<file path="src/rtl/vector_stream_sequencer_pkg.sv">
// Shared types and defaults for the vector stream sequencer and its read pipe.
package vector_stream_sequencer_pkg;

    typedef logic [7:0] data_t;
    typedef logic [3:0] nibble_t;

    typedef enum logic [2:0] {
        IDLE,
        LOAD,
        WAIT_RDY,
        DRAIN,
        DONE
    } seq_state_t;

    localparam int RD_LAT_DEFAULT     = 1;
    localparam int MAX_PASSES_DEFAULT = 8;

endpackage

</file>
<file path="src/rtl/vector_stream_sequencer_seq_read_pipe.sv">
// Tracks the single FIFO pop in flight and holds the popped element
// in the sink output register until the consumer takes it.
module seq_read_pipe
    import vector_stream_sequencer_pkg::*;
#(
    parameter int RD_LAT = RD_LAT_DEFAULT
)(
    input  logic  clk,
    input  logic  rst,
    input  logic  pop,
    input  logic  flush,
    input  data_t rdata,
    input  logic  sink_ready,
    output logic  capture,
    output logic  in_flight,
    output logic  sink_valid,
    output data_t sink_data
);

    logic [RD_LAT-1:0] pop_sr;
    logic [RD_LAT-1:0] pop_sr_next;

    generate
        if (RD_LAT == 1) begin : g_lat1
            assign pop_sr_next = pop;
        end else begin : g_latn
            assign pop_sr_next = {pop_sr[RD_LAT-2:0], pop};
        end
    endgenerate

    // fifo_rdata is valid exactly when the pop reaches the last stage
    assign capture   = pop_sr[RD_LAT-1];
    assign in_flight = |pop_sr;

    always_ff @(posedge clk or negedge rst) begin
        if (!rst) begin
            pop_sr     <= '0;
            sink_valid <= 1'b0;
            sink_data  <= '0;
        end else if (flush) begin
            pop_sr     <= '0;
            sink_valid <= 1'b0;
            sink_data  <= '0;
        end else begin
            pop_sr <= pop_sr_next;
            if (capture) begin
                sink_valid <= 1'b1;
                sink_data  <= rdata;
            end else if (sink_ready) begin
                sink_valid <= 1'b0;
            end
        end
    end

endmodule

</file>
<file path="src/rtl/vector_stream_sequencer.sv">
// Loads an N-element vector into fifo_vector, then drains it to the sink
// PASSES times, re-pushing each element on all but the final pass.
//
// state    | meaning
// IDLE     | waiting for a valid start; bad config sets err
// LOAD     | accepting N source elements into the FIFO
// WAIT_RDY | waiting for the FIFO ready flag
// DRAIN    | popping elements to the sink, replaying when passes remain
// DONE     | one-cycle done pulse, then IDLE
module vector_stream_sequencer
    import vector_stream_sequencer_pkg::*;
#(
    parameter  int RD_LAT     = RD_LAT_DEFAULT,
    parameter  int MAX_PASSES = MAX_PASSES_DEFAULT,
    localparam int PW         = $clog2(MAX_PASSES + 1)
)(
    input  logic          clk,
    input  logic          rst,
    input  logic          start,
    input  nibble_t       N,
    input  logic [PW-1:0] passes,
    input  logic          src_valid,
    input  data_t         src_data,
    output logic          src_ready,
    output logic          fifo_push,
    output logic          fifo_pop,
    output data_t         fifo_wdata,
    input  data_t         fifo_rdata,
    input  logic          fifo_ready,
    output logic          sink_valid,
    output data_t         sink_data,
    input  logic          sink_ready,
    output logic          sink_last,
    output logic          busy,
    output logic          done,
    output logic          err
);

    seq_state_t    state;
    nibble_t       n_q;
    logic [PW-1:0] passes_q;
    logic [PW-1:0] pass_cnt;
    nibble_t       load_cnt;
    nibble_t       elem_cnt;
    nibble_t       issue_cnt;

    logic capture;
    logic in_flight;
    logic abort;
    logic pop_ok;
    logic last_accept;
    logic final_pass;

    assign abort       = (state == DRAIN) && !fifo_ready;
    // one pop at a time, issued only when the output register can take it
    assign pop_ok      = !fifo_pop && !in_flight && (issue_cnt != n_q) &&
                         (!sink_valid || sink_ready);
    assign last_accept = sink_valid && sink_ready && sink_last;
    assign final_pass  = (pass_cnt + PW'(1)) == passes_q;

    seq_read_pipe #(.RD_LAT(RD_LAT)) u_read_pipe (
        .clk        (clk),
        .rst        (rst),
        .pop        (fifo_pop),
        .flush      (abort),
        .rdata      (fifo_rdata),
        .sink_ready (sink_ready),
        .capture    (capture),
        .in_flight  (in_flight),
        .sink_valid (sink_valid),
        .sink_data  (sink_data)
    );

    always_ff @(posedge clk or negedge rst) begin
        if (!rst) begin
            state      <= IDLE;
            n_q        <= '0;
            passes_q   <= '0;
            pass_cnt   <= '0;
            load_cnt   <= '0;
            elem_cnt   <= '0;
            issue_cnt  <= '0;
            src_ready  <= 1'b0;
            fifo_push  <= 1'b0;
            fifo_pop   <= 1'b0;
            fifo_wdata <= '0;
            sink_last  <= 1'b0;
            busy       <= 1'b0;
            done       <= 1'b0;
            err        <= 1'b0;
        end else begin
            fifo_push <= 1'b0;
            fifo_pop  <= 1'b0;
            done      <= 1'b0;
            case (state)
                IDLE: begin
                    if (start) begin
                        if (N == '0 || passes == '0 || passes > PW'(MAX_PASSES)) begin
                            err <= 1'b1;
                        end else begin
                            n_q       <= N;
                            passes_q  <= passes;
                            load_cnt  <= '0;
                            err       <= 1'b0;
                            busy      <= 1'b1;
                            src_ready <= 1'b1;
                            state     <= LOAD;
                        end
                    end
                end
                LOAD: begin
                    if (src_valid) begin
                        fifo_push  <= 1'b1;
                        fifo_wdata <= src_data;
                        load_cnt   <= load_cnt + 4'd1;
                        if (load_cnt == n_q - 4'd1) begin
                            src_ready <= 1'b0;
                            state     <= WAIT_RDY;
                        end
                    end
                end
                WAIT_RDY: begin
                    if (fifo_ready) begin
                        pass_cnt  <= '0;
                        elem_cnt  <= '0;
                        issue_cnt <= '0;
                        sink_last <= 1'b0;
                        state     <= DRAIN;
                    end
                end
                DRAIN: begin
                    if (!fifo_ready) begin
                        err       <= 1'b1;
                        busy      <= 1'b0;
                        sink_last <= 1'b0;
                        state     <= IDLE;
                    end else begin
                        if (pop_ok) begin
                            fifo_pop  <= 1'b1;
                            issue_cnt <= issue_cnt + 4'd1;
                        end
                        if (capture) begin
                            elem_cnt  <= elem_cnt + 4'd1;
                            sink_last <= (elem_cnt == n_q - 4'd1);
                            if (!final_pass) begin
                                fifo_push  <= 1'b1;
                                fifo_wdata <= fifo_rdata;
                            end
                        end else if (sink_valid && sink_ready) begin
                            sink_last <= 1'b0;
                        end
                        if (last_accept) begin
                            elem_cnt  <= '0;
                            issue_cnt <= '0;
                            if (final_pass) begin
                                busy  <= 1'b0;
                                done  <= 1'b1;
                                state <= DONE;
                            end else begin
                                pass_cnt <= pass_cnt + PW'(1);
                            end
                        end
                    end
                end
                DONE:    state <= IDLE;
                default: state <= IDLE;
            endcase
        end
    end

endmodule

</file>
<file path="config.mk">
export PLATFORM = sky130hd
export DESIGN_NAME = vector_stream_sequencer
export DESIGN_NICKNAME = d
export VERILOG_FILES = /design/src/rtl/vector_stream_sequencer_pkg.sv /design/src/rtl/vector_stream_sequencer_seq_read_pipe.sv /design/src/rtl/vector_stream_sequencer.sv
export SDC_FILE = /design/constraint.sdc
export NUM_CORES = 1
export LEC_CHECK = 0
export ABC_AREA = 1
export BUFFER_PORTS_ARGS = -buffer_cell sky130_fd_sc_hd__buf_2
export CAP_MARGIN = 20
export CORE_MARGIN = 2
export CORE_UTILIZATION = 57
export CTS_BUF_LIST = sky130_fd_sc_hd__clkbuf_8
export DETAILED_ROUTE_END_ITERATION = 10
export GPL_TIMING_DRIVEN = 0
export PLACE_DENSITY = 0.82
export RECOVER_POWER = 25
export SYNTH_ARGS = -nofsm -noshare
export SYNTH_HDL_FRONTEND = slang
export SYNTH_SLANG_ARGS = --single-unit
</file>
<file path="constraint.sdc">
create_clock -name clk -period 1.92 [get_ports clk]
set_input_delay 0.288 -clock clk [delete_from_list [all_inputs] [get_ports clk]]
set_output_delay 0.288 -clock clk [all_outputs]
set_load 0.03 [all_outputs]
</file>
==> impl_metrics.json <==
{
  "maxCapViolations": 0,
  "synthAdderAreaFrac_pct": 2.19,
  "die_y_um": 74.9,
  "crit_required_ns": 2.10,
  "r2r_end": "u_read_pipe.sink_data[1]",
  "dr.first_iter.drc_count": 159,
  "placement.setup.worst_slack_ns": 0.0297,
  "p_leak_nw": 1.80,
  "antenna_found_initial": 0,
  "syn_nets": 405,
  "synthSimpleGateAreaFrac_pct": 32.4,
  "diodes": 0,
  "syn_to_final_growth_pct": 18.1,
  "crit_arrival_ns": 1.97,
  "grt_pass1_wl_um": 10600,
  "core_um2": 4790,
  "end_kind": "register",
  "die_w_um": 74.9,
  "crit_end": "u_read_pipe.sink_data[1]",
  "drc": 0,
  "yosysTopAreaCell": "dfrtp_1",
  "io_pins": 54,
  "cts-root-buf": "clkbuf_8",
  "worst-path-max-fanout": 10,
  "rows": 25,
  "synth_area_leaders": "dfrtp_1 45%, nand2_1 15%, nand3_1 7.0%, inv_1 5.8%, o21ai_0 5.1%",
  "cts_buffers": 5,
  "syn_inst": 370,
  "overflow": 0,
  "synthArstFlopShare_pct": 100,
  "grt_pass1_vias": 2481,
  "gp_congestion": 0.876,
  "numPortBuffers": 53,
  "seq_area_frac_synth_pct": 45.5,
  "yosysTopAreaCellShare_pct": 45.5,
  "path_class": "register to register",
  "drtAntennaViolNets": 0,
  "viasPerCell": 5.24,
  "synthMuxAreaShare_pct": 0,
  "cp-startpoint": "state[2]",
  "period_needed_ns": 1.79,
  "synth_warnings": 0,
  "setup_violations": 0,
  "clock_sinks": 52,
  "cts_buffer_depth": 2,
  "fill_cells": 400,
  "nNetsFinal": 470,
  "cts_tree": "done",
  "min_path_type": "primary input to register",
  "synthXorXnorAreaFrac_pct": 2.75,
  "syn_area_um2": 2860,
  "synth_area_per_cell_um2": 7.74,
  "hold_violations": 0,
  "dpl.cell_count": 491,
  "fin_worst_skew_ns": 0.00575,
  "finalCritPeriodShare_pct": 93.0,
  "grt_use_total_pct": 24.7,
  "slew_headroom_pct": 21.7,
  "fin_ws_ns": 0.134,
  "peakVddDrop_v": 0.000809,
  "reg2reg_slack_ns": 0.13,
  "place_hpwl_um": 4960,
  "grt_max_degree": 34,
  "max_slew.worst_pin.slew_ns": 1.17,
  "routed_wirelength_um": 6450,
  "hold_path_depth": 3,
  "r2r_cells": 8,
  "avgRoutedWirePerCell_um": 12.8,
  "worst_setup_path_start_kind": "register",
  "yosysMostFrequentCell": "nand2_1",
  "synth_top_family_by_area": "simple AND/OR/NAND/NOR gates",
  "yosysUniqueCellTypes": 31,
  "maxSlewViolCount": 0,
  "ys_top_cells_by_count": "111 x nand2_1, 52 x dfrtp_1, 44 x inv_1",
  "max_freq_mhz": 560,
  "synth-seq-cells": 52,
  "path_clk_slew_ns": 0.10,
  "vias": 2637,
  "die-area_um2": 5610,
  "drive_gt1_share_pct": 22.9,
  "finalNonFillerCells": 503,
  "worstReg2RegStart": "state[2]",
  "synthFlopType": "dfrtp_1",
  "worstSkewPairLatency_ns": 0.31,
  "synth_edf_count": 0,
  "status": "finished clean",
  "cellPowerDensity_nw_per_um2": 1500,
  "initial_core_util_pct": 59.8,
  "drtPass1Iterations": 4,
  "synth_compound_area_share_pct": 9.75,
  "ctsHtreeMaxLevel": 2
}
==> state kept, by name, summed over array words and instances (netlist names) <==
| register | count |
|---|---|
| fifo_pop | 1 |
| done | 1 |
| fifo_push | 1 |
| load_cnt | 4 |
| u_read_pipe.sink_valid | 1 |
| state | 3 |
| u_read_pipe.sink_data | 8 |
| u_read_pipe.capture | 1 |
| busy | 1 |
| sink_last | 1 |
| passes_q | 4 |
| src_ready | 1 |
| pass_cnt | 4 |
| elem_cnt | 4 |
| err | 1 |
| issue_cnt | 4 |
| fifo_wdata | 8 |
| n_q | 4 |
==> logic make-up (layout without fill, tap and decap cells) <==
| family | after synthesis | count (layout) |
|---|---|---|
| and+or+nand+nor | 204 | 204 |
| buffers and inverters | 54 | 120 |
| DFF | 52 | 52 |
| AOI/OAI and AO/OA | 46 | 46 |
| xor gates and xnor gates | 9 | 9 |
| adders and majority gates | 5 | 5 |
==> power by group <==
part / switching (W) / internal [W]
Combinational: 0.00175 / 0.000878
Clock: 0.000372 / 0.000255
Sequential: 0.000330 / 0.00148
==> cell usage in the layout, fill, tap and decap left out, drive strengths merged, types with 3 or more instances in the layout <==
cell / n
clkinv: 3
clkbuf: 8
nand3: 42
xnor2: 5
o21ai: 36
dfrtp: 52
nand2: 118
a21oi: 3
nand4: 6
buf: 57
inv: 51
nor2: 31
xor2: 4
ha: 5
o31ai: 3
==> timing repair <==
action                                  4_1_cts  5_1_grt
hold endpoints to repair                     19        0
endpoints found under the setup margin        0       16
hold buffers                                  1        0
setup buffers                                 0        3
gates resized for setup                       0       10
==> worst max-delay path, stage by stage (launching register included) <==
cell and delay [ns]:
dfrtp_1 0.40, inv_1 0.10, nand2_2 0.10, nor2_8 0.19
inv_4 0.12, nor2_2 0.26, inv_2 0.14, nand2_1 0.22
o21ai_0 0.14
==> routing by layer <==
layer	part of all wire (%)	up-vias	track usage [%]
met4	2.2	0	8.73
met3	3.4	14	4.02
met5	0	-	0
met2	50	54	41.7
met1	44	1248	32.2
li1	-	1321	-
==> area by class of cell <==
cell class,instances,area [um2],area share [%]
Tap cell,67,83.8,2.48
Timing Repair Buffer,58,317,9.36
Inverter,51,194,5.73
Multi-Input combinational cell,264,1380,40.8
Clock buffer,5,68.8,2.03
Buffer,3,18.8,0.555
Clock inverter,3,18.8,0.555
Sequential cell,52,1300,38.5
==> per-stage QoR <==
step	instance area (um2)	hold slack [ns]	util [%]	total power, W	TNS [ns]
after global routing	3380	0.200	70.7	0.00548	-0.0171
after global placement	3210	0.450	67.1	0.00427	0
after floorplan	2860	-0.00759	-	0.00369	0
final	3380	0.185	70.7	0.00507	0
after detailed placement	3230	0.274	67.5	0.00437	0
after CTS	3330	0.183	69.6	0.00501	0
==> worst min path at each step <==
stage                    from          end  slack [ns]
floorplan                 rst         busy      -0.008
global placement    src_ready    src_ready        0.45
detailed placement        rst       n_q[2]        0.27
CTS                 passes[1]  passes_q[1]        0.18
global route        passes[1]  passes_q[1]        0.20
finish              passes[1]  passes_q[1]        0.19
Power figures use the tool's default switching activity.
